$ cat src/rtl/wb_stage_if.sv
// Bundle between the memory stage, data memory response and register file write
// port of the RV32I writeback stage; master drives instructions, slave is the stage.
interface wb_stage_if #(
  parameter int CNT_W = 32
);
  logic             in_valid;
  logic             in_ready;
  logic [4:0]       in_rd;
  logic             in_regwrite;
  logic [31:0]      in_result;
  logic             in_is_load;
  logic [2:0]       in_funct3;
  logic [1:0]       in_addr_lo;
  logic             mem_rvalid;
  logic [31:0]      mem_rdata;
  logic [4:0]       WriteReg;
  logic [31:0]      WriteData;
  logic             RegWrite;
  logic             load_err;
  logic [CNT_W-1:0] instret;

  modport master (
    output in_valid, in_rd, in_regwrite, in_result, in_is_load, in_funct3, in_addr_lo,
    output mem_rvalid, mem_rdata,
    input  in_ready, WriteReg, WriteData, RegWrite, load_err, instret
  );

  modport slave (
    input  in_valid, in_rd, in_regwrite, in_result, in_is_load, in_funct3, in_addr_lo,
    input  mem_rvalid, mem_rdata,
    output in_ready, WriteReg, WriteData, RegWrite, load_err, instret
  );
endinterface

$ cat src/rtl/wb_stage.sv
// RV32I writeback stage: waits for load data, aligns/extends it, flags faulting
// loads and drives a registered register-file write port plus retire counter.
module wb_stage #(
  parameter int CNT_W = 32
) (
  input logic       clk,
  input logic       rst,
  wb_stage_if.slave bus
);
  typedef enum logic [1:0] {
    S_IDLE     = 2'd0,
    S_WAIT_MEM = 2'd1,
    S_WRITE    = 2'd2
  } state_t;

  state_t           r_state;
  logic [4:0]       r_rd;
  logic             r_regwrite;
  logic [2:0]       r_funct3;
  logic [1:0]       r_addr_lo;
  logic [4:0]       r_write_reg;
  logic [31:0]      r_write_data;
  logic             r_reg_write;
  logic             r_load_err;
  logic [CNT_W-1:0] r_instret;

  logic w_ready;
  logic w_accept;
  logic w_in_fault;

  function automatic logic load_fault(input logic [2:0] f3, input logic [1:0] b);
    logic fault;
    case (f3)
      3'b000, 3'b100: fault = 1'b0;
      3'b001, 3'b101: fault = b[0];
      3'b010:         fault = (b != 2'b00);
      default:        fault = 1'b1;
    endcase
    return fault;
  endfunction

  function automatic logic [31:0] format_load(input logic [31:0] word, input logic [2:0] f3,
                                              input logic [1:0] b);
    logic [7:0]  byte_v;
    logic [15:0] half_v;
    logic [31:0] res;
    case (b)
      2'd0:    byte_v = word[7:0];
      2'd1:    byte_v = word[15:8];
      2'd2:    byte_v = word[23:16];
      2'd3:    byte_v = word[31:24];
      default: byte_v = 8'h00;
    endcase
    half_v = b[1] ? word[31:16] : word[15:0];
    case (f3)
      3'b000:  res = {{24{byte_v[7]}}, byte_v};
      3'b100:  res = {24'h000000, byte_v};
      3'b001:  res = {{16{half_v[15]}}, half_v};
      3'b101:  res = {16'h0000, half_v};
      default: res = word;
    endcase
    return res;
  endfunction

  assign w_ready    = (r_state != S_WAIT_MEM);
  assign w_accept   = bus.in_valid && w_ready;
  assign w_in_fault = bus.in_is_load && load_fault(bus.in_funct3, bus.in_addr_lo);

  assign bus.in_ready  = w_ready;
  assign bus.WriteReg  = r_write_reg;
  assign bus.WriteData = r_write_data;
  assign bus.RegWrite  = r_reg_write;
  assign bus.load_err  = r_load_err;
  assign bus.instret   = r_instret;

  // State machine with registered write-port outputs; non-loads and faults write on the accept edge.
  always_ff @(posedge clk or negedge rst) begin
    if (!rst) begin
      r_state      <= S_IDLE;
      r_rd         <= 5'd0;
      r_regwrite   <= 1'b0;
      r_funct3     <= 3'd0;
      r_addr_lo    <= 2'd0;
      r_write_reg  <= 5'd0;
      r_write_data <= 32'd0;
      r_reg_write  <= 1'b0;
      r_load_err   <= 1'b0;
      r_instret    <= {CNT_W{1'b0}};
    end else begin
      case (r_state)
        S_IDLE, S_WRITE: begin
          if (w_accept) begin
            r_rd       <= bus.in_rd;
            r_regwrite <= bus.in_regwrite;
            r_funct3   <= bus.in_funct3;
            r_addr_lo  <= bus.in_addr_lo;
            if (bus.in_is_load && !w_in_fault) begin
              r_state     <= S_WAIT_MEM;
              r_reg_write <= 1'b0;
              r_load_err  <= 1'b0;
            end else begin
              r_state      <= S_WRITE;
              r_write_reg  <= bus.in_rd;
              r_write_data <= bus.in_result;
              r_reg_write  <= bus.in_regwrite && (bus.in_rd != 5'd0) && !w_in_fault;
              r_load_err   <= w_in_fault;
              r_instret    <= r_instret + {{(CNT_W-1){1'b0}}, 1'b1};
            end
          end else begin
            r_state     <= S_IDLE;
            r_reg_write <= 1'b0;
            r_load_err  <= 1'b0;
          end
        end
        S_WAIT_MEM: begin
          if (bus.mem_rvalid) begin
            r_state      <= S_WRITE;
            r_write_reg  <= r_rd;
            r_write_data <= format_load(bus.mem_rdata, r_funct3, r_addr_lo);
            r_reg_write  <= r_regwrite && (r_rd != 5'd0);
            r_load_err   <= 1'b0;
            r_instret    <= r_instret + {{(CNT_W-1){1'b0}}, 1'b1};
          end else begin
            r_state     <= S_WAIT_MEM;
            r_reg_write <= 1'b0;
            r_load_err  <= 1'b0;
          end
        end
        default: begin
          r_state     <= S_IDLE;
          r_reg_write <= 1'b0;
          r_load_err  <= 1'b0;
        end
      endcase
    end
  end
endmodule
$ cat src/flat_wrapper.sv
// flat-port wrapper written by rule: the top's interface ports become plain ports
module wb_stage_flat 
#(
  parameter int CNT_W = 32
)
  (clk, rst, bus_in_valid, bus_in_rd, bus_in_regwrite, bus_in_result, bus_in_is_load, bus_in_funct3, bus_in_addr_lo, bus_mem_rvalid, bus_mem_rdata, bus_in_ready, bus_WriteReg, bus_WriteData, bus_RegWrite, bus_load_err, bus_instret);
  wb_stage_if #(.CNT_W(CNT_W)) bus_i ();
  input logic clk;
  input logic rst;
  input wire logic [$bits(bus_i.in_valid)-1:0] bus_in_valid;
  input wire logic [$bits(bus_i.in_rd)-1:0] bus_in_rd;
  input wire logic [$bits(bus_i.in_regwrite)-1:0] bus_in_regwrite;
  input wire logic [$bits(bus_i.in_result)-1:0] bus_in_result;
  input wire logic [$bits(bus_i.in_is_load)-1:0] bus_in_is_load;
  input wire logic [$bits(bus_i.in_funct3)-1:0] bus_in_funct3;
  input wire logic [$bits(bus_i.in_addr_lo)-1:0] bus_in_addr_lo;
  input wire logic [$bits(bus_i.mem_rvalid)-1:0] bus_mem_rvalid;
  input wire logic [$bits(bus_i.mem_rdata)-1:0] bus_mem_rdata;
  output wire logic [$bits(bus_i.in_ready)-1:0] bus_in_ready;
  output wire logic [$bits(bus_i.WriteReg)-1:0] bus_WriteReg;
  output wire logic [$bits(bus_i.WriteData)-1:0] bus_WriteData;
  output wire logic [$bits(bus_i.RegWrite)-1:0] bus_RegWrite;
  output wire logic [$bits(bus_i.load_err)-1:0] bus_load_err;
  output wire logic [$bits(bus_i.instret)-1:0] bus_instret;
  assign bus_i.in_valid = bus_in_valid;
  assign bus_i.in_rd = bus_in_rd;
  assign bus_i.in_regwrite = bus_in_regwrite;
  assign bus_i.in_result = bus_in_result;
  assign bus_i.in_is_load = bus_in_is_load;
  assign bus_i.in_funct3 = bus_in_funct3;
  assign bus_i.in_addr_lo = bus_in_addr_lo;
  assign bus_i.mem_rvalid = bus_mem_rvalid;
  assign bus_i.mem_rdata = bus_mem_rdata;
  assign bus_in_ready = bus_i.in_ready;
  assign bus_WriteReg = bus_i.WriteReg;
  assign bus_WriteData = bus_i.WriteData;
  assign bus_RegWrite = bus_i.RegWrite;
  assign bus_load_err = bus_i.load_err;
  assign bus_instret = bus_i.instret;
  wb_stage #(.CNT_W(CNT_W)) u_core (.clk(clk), .rst(rst), .bus(bus_i));
endmodule
$ cat config.mk
export PLATFORM = sky130hd
export DESIGN_NAME = wb_stage_flat
export DESIGN_NICKNAME = d
export VERILOG_FILES = /design/src/rtl/wb_stage_if.sv /design/src/rtl/wb_stage.sv /design/src/flat_wrapper.sv
export SDC_FILE = /design/constraint.sdc
export NUM_CORES = 1
export LEC_CHECK = 0
export ABC_CLOCK_PERIOD_IN_PS = 2800
export CAP_MARGIN = 20
export CORE_ASPECT_RATIO = 1.5
export CORE_MARGIN = 8
export CORE_UTILIZATION = 48
export CTS_CLUSTER_SIZE = 25
export DETAILED_ROUTE_END_ITERATION = 16
export HOLD_SLACK_MARGIN = 0.05
export PLACE_DENSITY = 0.85
export SYNTH_ARGS = -nofsm -noshare
export SYNTH_HDL_FRONTEND = slang
export SYNTH_SLANG_ARGS = --single-unit
$ cat constraint.sdc
create_clock -name clk -period 2.8 [get_ports clk]
set_input_delay 0.56 -clock clk [delete_from_list [all_inputs] [get_ports clk]]
set_output_delay 0.56 -clock clk [all_outputs]
set_load 0.02 [all_outputs]
Word level (Yosys, flattened, before mapping):

Cells that the tools add are included.

* register bits: 84
* latch bits: 0
* bits in writable memories: 0
* bits in read-only memories: 0
* input bits: 80
* output and inout bits: 72
* word-level logic and storage cells: 74
* memories kept: 0

* $add $sub $neg: 1
* multiply operators: 0
* divide/modulo/power cells: 0
* order comparisons: 0
* equal/unequal tests: 16
* shifts and indexed selects: 0
* multiplexer cells: 27
* bitwise logic cells: 0
* reduce and logical (&&, ||, !) cells: 20

Operators by type and width (count)
* 2-to-1 mux 32 bit: 6
* one-hot mux 32 bit (2 select lines): 2
* one-hot mux 32 bit (4 select lines): 1
* adder 32 x 1 -> 32 bit (second input constant): 1
* one-hot mux 8 bit (4 select lines): 1
* 2-to-1 mux 16 bit: 1
* 2-to-1 mux 5 bit: 3
* == test 3 bit (second input constant): 4
* one-hot mux 5 bit (2 select lines): 1
* nonzero test 5 bit: 2
* == test 2 bit (second input constant): 3
* == test 3 x 1 -> 1 bit (second input constant): 2
* logical AND 1 bit: 6
* zero test 3 bit: 2
* 2-to-1 mux 1 bit: 6
* 2-to-1 mux 2 bit: 3
* OR reduction 2 bit: 3
* == test 2 x 1 -> 1 bit (second input constant): 2
* zero test 2 bit: 2
* != test 2 x 1 -> 1 bit (second input constant): 2
* != test 2 bit (second input constant): 2
* one-hot mux 2 bit (2 select lines): 1
* AND reduction 4 bit: 1
* nonzero test 2 bit: 2
* other kinds (5): 5

Depth between registers and ports, before layout:

Gate-level depths: netlist of the first run.

* depth in word-level cells: 9
* mapped depth: 8
* mapped depth without buffers: 6

Worst setup path before layout of the first run:

No wires, ideal clock.

* kind: input to register
* start: input bus_in_funct3[0]
* end: register u_core.r_write_data[28] (netlist: u_core.bus.WriteData[28])
* library setup time: 0.133 ns
* arrival time: 1.761 ns
* required time: 2.667 ns
* setup slack: 0.906 ns
* stages: 7
* buffers on the path: 1
* cells stage by stage: nor4_1 -> a221o_1 -> and2_1 -> inv_2 -> buf_4 -> o22ai_1 -> a21oi_1

* longest elaborated chain between the ends: 8
* elaborated cells between the ends (all ways): 13
* classes of those cells: eq/ne: 5; mux: 1; reduce/logical: 7

Ends and longest elaborated chain
* start, declared: RTL line flat_wrapper.sv:15 `input wire logic [$bits(bus_i.in_funct3)-1:0] bus_in_funct3;`
* == test 3 x 1 -> 1 bit, or another cell as far along: RTL line wb_stage.sv:33 `case (f3)`
* OR reduction 2 bit: RTL line wb_stage.sv:33
* one-hot mux 1 bit (3 select lines) (*): RTL line wb_stage.sv:33
* logical AND 1 bit (*): RTL line wb_stage.sv:67 `assign w_in_fault = bus.in_is_load && load_fault(bus.in_funct3, bus.in_addr_lo);`
* zero test 1 bit (*): RTL line wb_stage.sv:97 `if (bus.in_is_load && !w_in_fault) begin`
* logical AND 1 bit (*): RTL line wb_stage.sv:97
* != test 2 bit (no line) (*)
* AND reduction 4 bit (no line) (*)
* end signal, assigned: RTL line wb_stage.sv:104 `r_write_data <= bus.in_result;`
* end signal, assigned: RTL line wb_stage.sv:119 `r_write_data <= format_load(bus.mem_rdata, r_funct3, r_addr_lo);`
* end, declared: RTL line wb_stage.sv:22 `logic [31:0] r_write_data;`

Every way passes the cells marked *; elsewhere a longest branch is shown, timed or not.
A chain may end at the register's enable or synchronous reset.

Final worst setup path of the first run:

* start: input bus_in_funct3[0]
* end: register u_core.r_write_data[17] (netlist: u_core.bus.WriteData[17])

Same word-level chain as after synthesis.

==> flow_results.org, run 1 <==
** Outcome
- The run finished with clean final reports.

** Placed design
- PortBufs :: 151
- Routability-driven placement finished with a final weighted congestion of 0.859.
- Half-perimeter wire length after detailed placement :: 10400 um
- Prior to clock tree synthesis, the placed netlist has a worst setup slack of 87.6 ps.
- Summing all placed instances gives a cell area of 5780 sq um.

** Clocking
- After clock tree synthesis, the clock-pin slew on the worst setup and hold paths is 60 ps.
- CTS root buffer :: sky130_fd_sc_hd__clkbuf_16
- The longest clock path from root to sink contains 2 buffers.
- Clock tree synthesis found a total of 84 sinks.
- Clock H-tree levels :: 3
- For this design, the CTS-stage hold fixing added 0 buffers.
- In this run, CTS created clock tree buffers numbering 9.
- Buffers added to address setup during post-CTS repair amount to 0.
- Once the clock tree was built, the resizer swapped 0 gates to a different size.
- TritonCTS built the clock tree.
- Later-pin clock latency in the skew report :: 340 ps

** Layout
- Finished Core Util :: 72.5%
- 0 antenna diodes ended up in the layout.
- The final layout contains 649 nets.
- Sequential cell area :: 2100 sq um
- Area grow syn2layout :: 46.9%
- Footprint of the multi-input gates :: 1880 sq um
- Proportion of layout cells with a drive suffix above 1 :: 8.90%
- Total of fill cells in the finished design :: 623
- Final non-filler cell area :: 6100 sq um

** Die
- Number of standard-cell rows in the floorplan :: 41
- The floorplan step defined a die boundary enclosing 11900 sq um.
- Core footprint :: 8410 sq um
- Vertical die dimension :: 130 um
- From left edge to right edge, the die measures 91.9 um.
- Pin placement for this block handled 152 I/O pins.
- The initial utilization of the core area, before any placement, comes to 49.3%.

** Logic synthesis
- Main flop type after synthesis :: sky130_fd_sc_hd__dfrtp_1
- Count of mapped cells out of synthesis :: 416
- Number of enable flip-flop cells after synthesis :: 0
- Net count of the mapped netlist :: 497
- FFs w/ async S/R, synth :: 100%
- During synthesis, Yosys emitted a total of 0 warnings.
- Post-synthesis instance area :: 4150 sq um
- Summed over all instances, the cell type with the most area after synthesis is sky130_fd_sc_hd__dfrtp_1.
- Yosys reg bits :: 84
- A synthesized cell averages 9.98 sq um.
- By area the synthesized netlist is led by sky130_fd_sc_hd__dfrtp_1, sky130_fd_sc_hd__nand2_1, sky130_fd_sc_hd__xnor2_1.
- The share of synthesized area in the top cell type comes to 50.6%.
- After synthesis, the netlist uses 46 different library cells.
- For this run, the register share of the synthesized area comes to 50.6%.

** Setup path
- The critical path in this run is classified as input port to register.
- In this run the critical register-to-register path is launched from u_core.r_funct3[0].
- R2R Setup Slk :: 720 ps
- Max Fanout on Critical Path :: 33
- Kind of end point of the critical path :: register
- The most critical setup path has its startpoint at bus_in_funct3[0].
- At the worst endpoint, the required time is 2990 ps.
- Arrival time at the worst endpoint :: 2620 ps
- STA classifies the critical path startpoint as an input port.

** Route
- DRT antenna net count :: 0
- The routed layout has 3880 vias.
- For this run, design rule violations remaining after detail routing come to 0.
- In the final routed layout, each cell accounts on average for 19.6 um.
- The first routing iteration left 137 violations.
- After detailed routing, the total wire length is 13300 um.
- For this run, the detailed router's first-pass iteration total came to 4.
- Using the TritonRoute via totals, the vias-per-cell ratio works out to 5.71.

** Pwr
- In this run the static leakage power is 2.53 nW.
- Overall Power :: 4.15 mW
- Max IR drop VDD :: 0.000427 V
- Power spread over the standard cell area amounts to 681 nW/um^2.

** Timing
- Worst setup margin :: 373 ps
- The final count of hold timing violations came to 0.
- Minimum clock period :: 2430 ps
- Unrepaired setup endpoints after global routing :: false
- In the finished design, the share of the clock period the worst path needs comes to 86.7%.
- Slew @ Worst Pin :: 702 ps
- Max_slew headroom :: 53.1%
- For the final database, setup skew stands at 4.51 ps.
- Based on the critical path, the design can be clocked at up to 412 MHz.
- Count of endpoints failing setup in the final report :: 0
- The max-slew violation count was 0.
- After routing, the total negative slack on setup checks comes to 0 ps.

** Global routing
- After global routing the overflow that remains totals 0.
- The first global-routing pass estimated 21200 um of wire.
- The initial antenna violation count is 0.
- Number of global-route vias before repair :: 4186
- For this run, the total global-route usage over all layers was measured as 22.4%.
- Entering global routing, the biggest net connects 49 pins.

** Worst hold path
- Worst hold path class :: input port to asynchronous set/reset pin

** Run
- Max-cap violations in this run came to 0.
==> report_power, final <==
part / switching (mW) / leakage [nW] / internal, mW
sequential: 0.176 / 1.03 / 1.41
clock: 0.477 / 0.153 / 0.805
combinational: 0.659 / 1.34 / 0.621
total: 1.31 / 2.53 / 2.84
==> through the flow <==
| stage | hold WS, ps | instances |
|---|---|---|
| 6_report | 186 | 680 |
| 4_1_cts | 194 | 680 |
| 3_3_place_gp | 463 | 664 |
| 2_1_floorplan | 264 | 416 |
| 3_5_place_dp | 473 | 664 |
| 5_1_grt | 219 | 680 |
==> routing by layer <==
metal / global-route usage [%] / share of wire, % / up-vias
li1: - / - / 1805
met1: 23.1 / 37 / 1889
met2: 39.2 / 51 / 144
met3: 7.53 / 7.8 / 42
met4: 12.6 / 4.2 / 0
met5: 0 / 0 / -
==> cell usage after synthesis (all sizes together) (3+ instances only) <==
library cell,n
a211oi,7
a21o,10
a21oi,21
a22o,9
a31oi,16
and2,3
and3,4
buf,15
clkbuf,10
dfrtp,84
inv,8
mux2,10
nand2,65
nand2b,3
nand3,10
nand4,12
nor2,24
nor2b,12
nor3,3
nor4,3
o21ai,11
o221ai,4
o22ai,24
or4,5
xnor2,27
xor2,4
==> worst max-delay path: stages <==
cell and delay [ps]:
sky130_fd_sc_hd__clkdlybuf4s50_1 460, sky130_fd_sc_hd__nor4_1 410, sky130_fd_sc_hd__a221o_1 420, sky130_fd_sc_hd__and2_1 210, sky130_fd_sc_hd__inv_2 40, sky130_fd_sc_hd__buf_4 230, sky130_fd_sc_hd__o22ai_1 200, sky130_fd_sc_hd__a21oi_1 60
==> cell usage in the layout (no fill, tap or decap), types with 3 or more instances in the layout <==
cell type / synthesis / layout
sky130_fd_sc_hd__a211oi_1: 7 / 7
sky130_fd_sc_hd__a21o_1: 10 / 10
sky130_fd_sc_hd__a21oi_1: 19 / 19
sky130_fd_sc_hd__a22o_1: 9 / 9
sky130_fd_sc_hd__a31oi_1: 16 / 16
sky130_fd_sc_hd__and2_1: 3 / 3
sky130_fd_sc_hd__and3_1: 4 / 4
sky130_fd_sc_hd__buf_4: 3 / 15
sky130_fd_sc_hd__clkbuf_16: 0 / 9
sky130_fd_sc_hd__clkdlybuf4s50_1: 0 / 150
sky130_fd_sc_hd__dfrtp_1: 84 / 84
sky130_fd_sc_hd__inv_1: 7 / 7
sky130_fd_sc_hd__mux2_2: 10 / 10
sky130_fd_sc_hd__nand2_1: 65 / 65
sky130_fd_sc_hd__nand3_1: 10 / 10
sky130_fd_sc_hd__nand4_1: 11 / 11
sky130_fd_sc_hd__nor2_1: 23 / 23
sky130_fd_sc_hd__nor2b_1: 12 / 12
sky130_fd_sc_hd__o21ai_0: 10 / 10
sky130_fd_sc_hd__o221ai_1: 4 / 4
sky130_fd_sc_hd__o22ai_1: 24 / 24
sky130_fd_sc_hd__or4_1: 5 / 5
sky130_fd_sc_hd__xnor2_1: 27 / 27
sky130_fd_sc_hd__xor2_1: 4 / 4
==> state kept, by name, summed over array words and instances (netlist names) <==
name and cells:
u_core.r_funct3 3, u_core.bus.WriteData 32, u_core.r_rd 5, u_core.bus.load_err 1, u_core.r_state 2, u_core.bus.instret 32
u_core.bus.RegWrite 1, u_core.bus.WriteReg 5, u_core.r_regwrite 1, u_core.r_addr_lo 2
==> path summary, 6_finish.rpt <==
kind,depth (start not counted),to
worst max-delay path,8,u_core.bus.WriteData[17]
worst min-delay path,1,u_core.bus.instret[26]
worst max register to register,6,u_core.bus.WriteData[2]
worst min register to register,2,u_core.bus.WriteData[14]
max in group asynchronous,2,u_core.bus.instret[14]
min in group clk,2,u_core.bus.WriteData[14]
==> final cells by class <==
cell class                      instances  area share (%)
Multi-Input combinational cell        299            30.8
Timing Repair Buffer                  166            26.8
Inverter                                8           0.492
Clock inverter                          4            1.19
Tap cell                              107            2.19
Sequential cell                        84            34.5
Clock buffer                           12            4.04
==> logic make-up after synthesis <==
family,synth area share [%]
xor gates and xnor gates,6.54
buffers and inverters,4.07
and+or+nand+nor,17.5
DFF,50.6
adders and majority gates,0.301
muxes,3.25
AOI/OAI and AO/OA,17.7
No activity file was read; power rests on OpenSTA's default activity.
==> inputs of run 2 (changes only) <==
ABC_CLOCK_PERIOD_IN_PS = 2700   (was 2800)
CELL_PAD_IN_SITES_DETAIL_PLACEMENT = 0   (was default)
CELL_PAD_IN_SITES_GLOBAL_PLACEMENT = 2   (was default)
CORE_UTILIZATION = 26   (was 48)
PLACE_DENSITY = default   (was 0.85)
PLACE_DENSITY_LB_ADDON = 0.1   (was default)
clock period = 2.7 ns   (was 2.8 ns; I/O delays follow)
==> run 2 against run 1 <==
Effect of this change: design area is 1.9% higher; clock skew grew 5.0 ps; clock-buffer cell count down 1; via count fell by 3.8%; critical path depth decreased by 5; power grew 2.3%; wire length up 14%; worst hold slack improved by 7.1 ps; core utilization shrank 33 points.
==> flow_results.org, run 2 (same netlist as run 1, synthesis figures left out) <==
** Placed design
- Port buffering added 151 buffers.
- Once detailed placement completed, the half-perimeter wirelength came to 12000 um.
- Timing analysis after detailed placement gives a worst setup slack of -3.61 ps.
- Routability-driven placement finished with a final weighted congestion of 0.754.
- In this run, placement finished with an instance count of 763.

** Timing
- Setup repair after global routing left no endpoint under its margin.
- Slew @ Worst Pin :: 739 ps
- Setup violations remaining at the end of the flow were counted as 0.
- Final worst-path cycle share :: 90.2%
- The worst pin sits at a relative slew slack of 50.7%.
- Hold Fails Final Rpt :: 0
- In the post-route analysis, the smallest setup slack over all paths is 264 ps.
- Final setup skew :: 9.48 ps
- The smallest clock period supported by the final layout is computed as 2440 ps.
- For this run, the top clock speed supported by timing is 411 MHz.
- Number of pins with negative max-slew slack in the final report :: 0
- Setup TNS :: 0 ps

** Setup path
- R2R Setup Slk :: 500 ps
- The startpoint identified for the worst register-to-register timing path is u_core.r_state[0].
- Type of the setup path with the least slack :: register to output port
- The worst register-to-register path ends at u_core.bus.WriteData[29].
- Crit-path slowest cell :: sky130_fd_sc_hd__clkdlybuf4s50_1
- Type of element launching the critical path :: register
- STA puts the critical path data arrival time at 1900 ps.
- In this design, the stage delay of the slowest critical-path cell is 560 ps.
- R2r worst-path depth :: 4
- STA classifies the critical path endpoint as an output port.
- Of all nets on the critical path, the largest fanout is 5.
- The signal on the critical path passes through nor2b_1, inv_1, clkdlybuf4s50_1.
- Critical path required time :: 2160 ps

** Pwr
- In this run switching power makes up 32.9% of total power.
- Leak :: 2.53 nW
- Per report_power, the combinational group accounts for 31.7% of the total.
- Power density relative to cell area :: 683 nW/um^2
- Max IR drop VDD :: 0.000236 V
- Sequential cells burn 38.9% of the power.
- Internal Pwr Total :: 2.85 mW
- Switching power total :: 1.40 mW
- Clock power frac :: 29.4%

** Worst hold path
- Worst hold path class :: input port to asynchronous set/reset pin

** Layout
- The number of antenna diodes in the final layout is 0.
- The finished layout holds 778 standard cells, fillers aside.
- Area grow syn2layout :: 49.7%
- Of the cells placed in the final design, the portion with a size suffix greater than 1 is 9.39%.
- Commonest non-fill, non-tap cell in the layout :: sky130_fd_sc_hd__clkdlybuf4s50_1
- Summing all multi-input logic gate instances after layout gives 1880 sq um.
- After the last flow step, the layout net total stands at 652.
- Total of fill cells in the finished design :: 1584
- Sequential cell area :: 2100 sq um
- Most frequent cells in the layout :: sky130_fd_sc_hd__clkdlybuf4s50_1, sky130_fd_sc_hd__dfrtp_1, sky130_fd_sc_hd__nand2_1

** Die
- For this design the top-level I/O count stands at 152.
- The die covers 20400 sq um.
- Measured along the y axis, the die boundary spans 171 um.
- The core region is 15600 sq um.
- The initialized floorplan defines 56 standard-cell rows.
- The initial utilization of the core area, before any placement, comes to 26.6%.
- The die is 119 um wide.

** Route
- Dividing the detail-routed via count by the number of cells gives 4.80.
- Drt first-iter violations :: 155
- Detailed-route wire length per cell :: 19.6 um
- The detail route stage leaves a number of antenna-violating nets equal to 0.
- After detailed routing, the number of remaining DRC violations is 0.
- First-pass iteration count of the detailed router :: 4
- Overall routed net length :: 15200 um
- Total number of vias :: 3734

** Clocking
- Clock tree from TritonCTS :: done
- The tree is rooted in a sky130_fd_sc_hd__clkbuf_16.
- Later-pin clock latency in the skew report :: 340 ps
- Once the clock tree was built, the setup fixing pass inserted 0 buffers.
- Number of instances resized during post-cts repair :: 0
- Clock transition at the registers of the reported paths :: 70 ps
- The H-tree was split into 3 levels.
- Clock tree synthesis inserted a total of 9 buffers.
- Count of hold buffers inserted by post-cts repair :: 0
- Counting every sink on the clock net gives 84.
- The clock passes through at most 2 buffers.

** Global routing
- Total GRT Usage :: 14.9%
- First-pass GRT wire length :: 23300 um
- The number of global-route vias before repair is 4058.
- Summed over all layers, the global routing overflow is 0.
- Largest net degree at the start of global routing :: 44
- Number of antenna violations at the first check in global routing :: 0

** Outcome
- The flow ran to the end, and the final reports show no timing, DRC or antenna violations.

** Run
- Max capacitance violation total :: 0
## run 2: cell types whose count changed in the layout (fill, tap and decap cells not counted), sizes merged
cell,before,now
buf,16,19
clkinvlp,1,2
clkbuf,12,11
bufinv,2,1
## run 2: per-layer routing
layer	part of all wire [%]	vias to the layer above	GRT usage [%]	wire length, um
met1	37	1799	14.9	5610
li1	-	1818	-	-
met3	5.1	14	3.20	780
met5	0	-	0	0
met4	1.8	0	5.47	267
met2	56	103	29.4	8560
## run 2: worst max path at each step
stage                 startpoint                       end  slack (ps)  depth (start not counted)
2_1_floorplan   bus_in_funct3[0]  u_core.bus.WriteData[28]         830                          7
3_3_place_gp   bus_mem_rdata[23]  u_core.bus.WriteData[26]          70                          6
3_5_place_dp   bus_mem_rdata[23]  u_core.bus.WriteData[29]          -4                          6
4_1_cts        u_core.r_state[0]              bus_in_ready         200                          3
5_1_grt        u_core.r_state[0]              bus_in_ready         140                          3
6_report       u_core.r_state[0]              bus_in_ready         260                          3
## run 2: final cells by class
class / instances / area share, %
clock buffers: 11 / 3.90
clock inverters: 4 / 0.805
inverters: 8 / 0.483
multi-input cells: 299 / 30.3
flip-flops and latches: 84 / 33.8
well taps: 203 / 4.09
repair buffers: 169 / 26.7
## run 2: worst max-delay path: cells and delay by family, from the launching register on
| kind | cells | cell delay [ps] |
|---|---|---|
| and+or+nand+nor | 1 | 470 |
| buffers and inverters | 2 | 680 |
| DFF | 1 | 400 |
## run 2: power groups by stage
stage               clock [mW]  sequential, mW  combinational (mW)
CTS                       1.29            1.66                1.37
global placement             0            1.68                1.36
finish                    1.25            1.65                1.35
global route              1.32            1.69                1.46
floorplan                    0            1.85               0.454
detailed placement           0            1.68                1.37
## run 2: per-stage QoR
stage	total power, mW	hold slack [ps]	utilization [%]	instance area, sq um
finish	4.25	193	39.8	6220
global route	4.46	238	39.8	6220
CTS	4.32	219	39.8	6220
detailed placement	3.05	465	37.9	5920
global placement	3.04	453	37.9	5920
floorplan	2.31	244	-	4150
==> inputs of run 3 (changes only) <==
GPL_ROUTABILITY_DRIVEN = 0   (was default)
MAX_ROUTING_LAYER = met4   (was default)
SLEW_MARGIN = 15   (was default)
==> run 3 against run 2 <==
Effect of this change: combinational power about the same; global-route usage up 0.45 points; setup slack better by 13 ps; clock power about the same; worst hold slack better by 1.5 ps; critical path depth unchanged; wire length up 0.14%; sequential share of layout area unchanged; sequential power about the same; critical path type unchanged; critical endpoint unchanged.
==> flow_results.org, run 3 (same netlist as run 1, synthesis figures left out) <==
** Timing
- Final setup skew :: 8.03 ps
- Setup violations remaining at the end of the flow were counted as 0.
- In the post-route analysis, the smallest setup slack over all paths is 277 ps.
- The final count of hold timing violations is 0.
- Static timing analysis puts the maximum clock frequency at 413 MHz.
- Number of pins with negative max-slew slack in the final report :: 0
- In this run the tightest slew margin relative to its limit is 52.2%.
- Minimum clock period :: 2420 ps
- Unrepaired setup endpoints after global routing :: false
- Slew @ Worst Pin :: 717 ps
- Final worst-path cycle share :: 89.7%

** Route
- The detailed router finished its first iteration with 163 violations.
- Post-detailed-route via-to-cell ratio :: 4.81
- Total number of vias :: 3746
- Detailed-route wire length per cell :: 19.6 um
- Number of remaining DRC errors :: 0
- Overall routed net length :: 15200 um
- DRT antenna net count :: 0
- The pre-antenna-repair detailed-routing pass consisted of 4 iterations.

** Global routing
- For this run, the total global-route usage over all layers was measured as 15.4%.
- First-pass GRT wire length :: 23300 um
- The number of global-route vias before repair came to 4050.
- Largest net degree at the start of global routing :: 44
- Number of antenna violations at the first check in global routing :: 0
- GR Overflow Total :: 0

** Die
- Measured along the x axis, the die boundary spans 119 um.
- For this configuration, the core starts out at a cell density of 26.6%.
- The die covers 20400 sq um.
- The region available for standard cell placement spans 15600 sq um.
- 152 I/O pins were placed.
- Number of standard-cell rows in the floorplan :: 56
- The floorplan step set the die height to 171 um.

** Setup path
- Data arrives at the worst endpoint at 1880 ps.
- Crit-path slowest cell :: sky130_fd_sc_hd__clkdlybuf4s50_1
- Critical path required time :: 2160 ps
- The critical path in this run is classified as register to output port.
- Max Fanout on Critical Path :: 5
- Number of buffer and inverter stages on the critical path :: 2
- Kind of cell adding the most delay to the critical path :: buffers and inverters
- Critical Path, Cell by Cell :: nor2b_1, inv_1, clkdlybuf4s50_1
- The largest single stage delay on the critical path is 560 ps.
- STA classifies the critical path startpoint as a register.
- Kind of end point of the critical path :: output port

** Layout
- Most frequent cells in the layout :: sky130_fd_sc_hd__clkdlybuf4s50_1, sky130_fd_sc_hd__dfrtp_1, sky130_fd_sc_hd__nand2_1
- Once layout is complete, the utilization of the core stands at 39.8%.
- The net count of the finished layout is 652.
- Leaving out fill and tap cells, the most frequent cell in the layout is sky130_fd_sc_hd__clkdlybuf4s50_1.
- Proportion of layout cells with a drive suffix above 1 :: 9.39%
- Summing all non-filler instances in the final layout gives an area of 6220 sq um.
- Area grow syn2layout :: 49.7%
- The number of antenna diodes in the final layout is 0.
- Non-Filler Instances :: 778

** Placed design
- Detailed placement finished with a half-perimeter wire length of 12000 um.
- At the placement stage, the worst setup path has a slack of -3.61 ps.
- Post-placement cell area :: 5920 sq um
- PortBufs :: 151
- Total placed cells including tap cells :: 763

** Worst hold path
- In this run the worst hold path is classified as input port to asynchronous set/reset pin.

** Pwr
- Leak :: 2.53 nW
- Dividing total power by cell area gives a power density of 683 nW/um^2.
- Max IR drop VDD :: 0.000236 V

** Outcome
- The run finished with clean final reports.

** Clocking
- CTS root buffer :: sky130_fd_sc_hd__clkbuf_16
- Clock transition at the registers of the reported paths :: 60 ps
- For the worst-skew pair, the clock arrives at the later sink with an insertion delay of 340 ps.
- Buffers added to address setup during post-CTS repair amount to 0.
- Clock tree synthesis inserted a total of 9 buffers.
- Count of hold buffers inserted by post-cts repair :: 0
- Number of instances resized during post-cts repair :: 0
- CTS saw 84 sinks.
- The H-tree was split into 3 levels.
- TritonCTS built the clock tree.
- Largest buffer count on any clock path :: 2

** Run
- Max capacitance violation total :: 0
run 3: power by group:
group	switching [mW]	internal [mW]	total (mW)
sequential	0.187	1.47	1.65
combinational	0.697	0.650	1.35
clock	0.509	0.736	1.25
run 3: final cells by class:
type,instances,area [sq um]
sequential,84,2100
tap,203,254
timing repair buffer,169,1660
clock buffer,11,243
inverter,8,30.0
clock inverter,4,50.0
multi-input combinational,299,1880
fill,1584,9410
run 3: per-stage QoR:
stage          power, mW  setup TNS, ps  hold WS, ps
2_1_floorplan       2.31              0          244
3_3_place_gp        3.04              0          453
3_5_place_dp        3.05          -3.61          465
4_1_cts             4.32              0          219
5_1_grt             4.47              0          236
6_report            4.25              0          195
run 3: path summary, 6_finish.rpt:
kind	startpoint	slack, ps	endpoint	depth (start not counted)
worst max-delay path	u_core.r_state[0]	280	bus_in_ready	3
min in group clk	u_core.r_state[1]	470	u_core.r_state[0]	1
worst min register to register	u_core.r_state[1]	470	u_core.r_state[0]	1
worst max register to register	u_core.r_state[0]	520	u_core.bus.WriteData[29]	4
max in group asynchronous	rst	1840	u_core.bus.load_err	2
worst min-delay path	rst	190	u_core.bus.instret[30]	1
run 3: metal layers:
metal / routed length (um) / vias to the layer above / share of wire (%) / track usage [%]
met3: 793 / 12 / 5.2 / 3.40
met5: 0 / - / 0 / -
met2: 8560 / 107 / 56 / 29.5
met4: 220 / 0 / 1.4 / 4.80
li1: - / 1819 / - / -
met1: 5670 / 1808 / 37 / 15.0
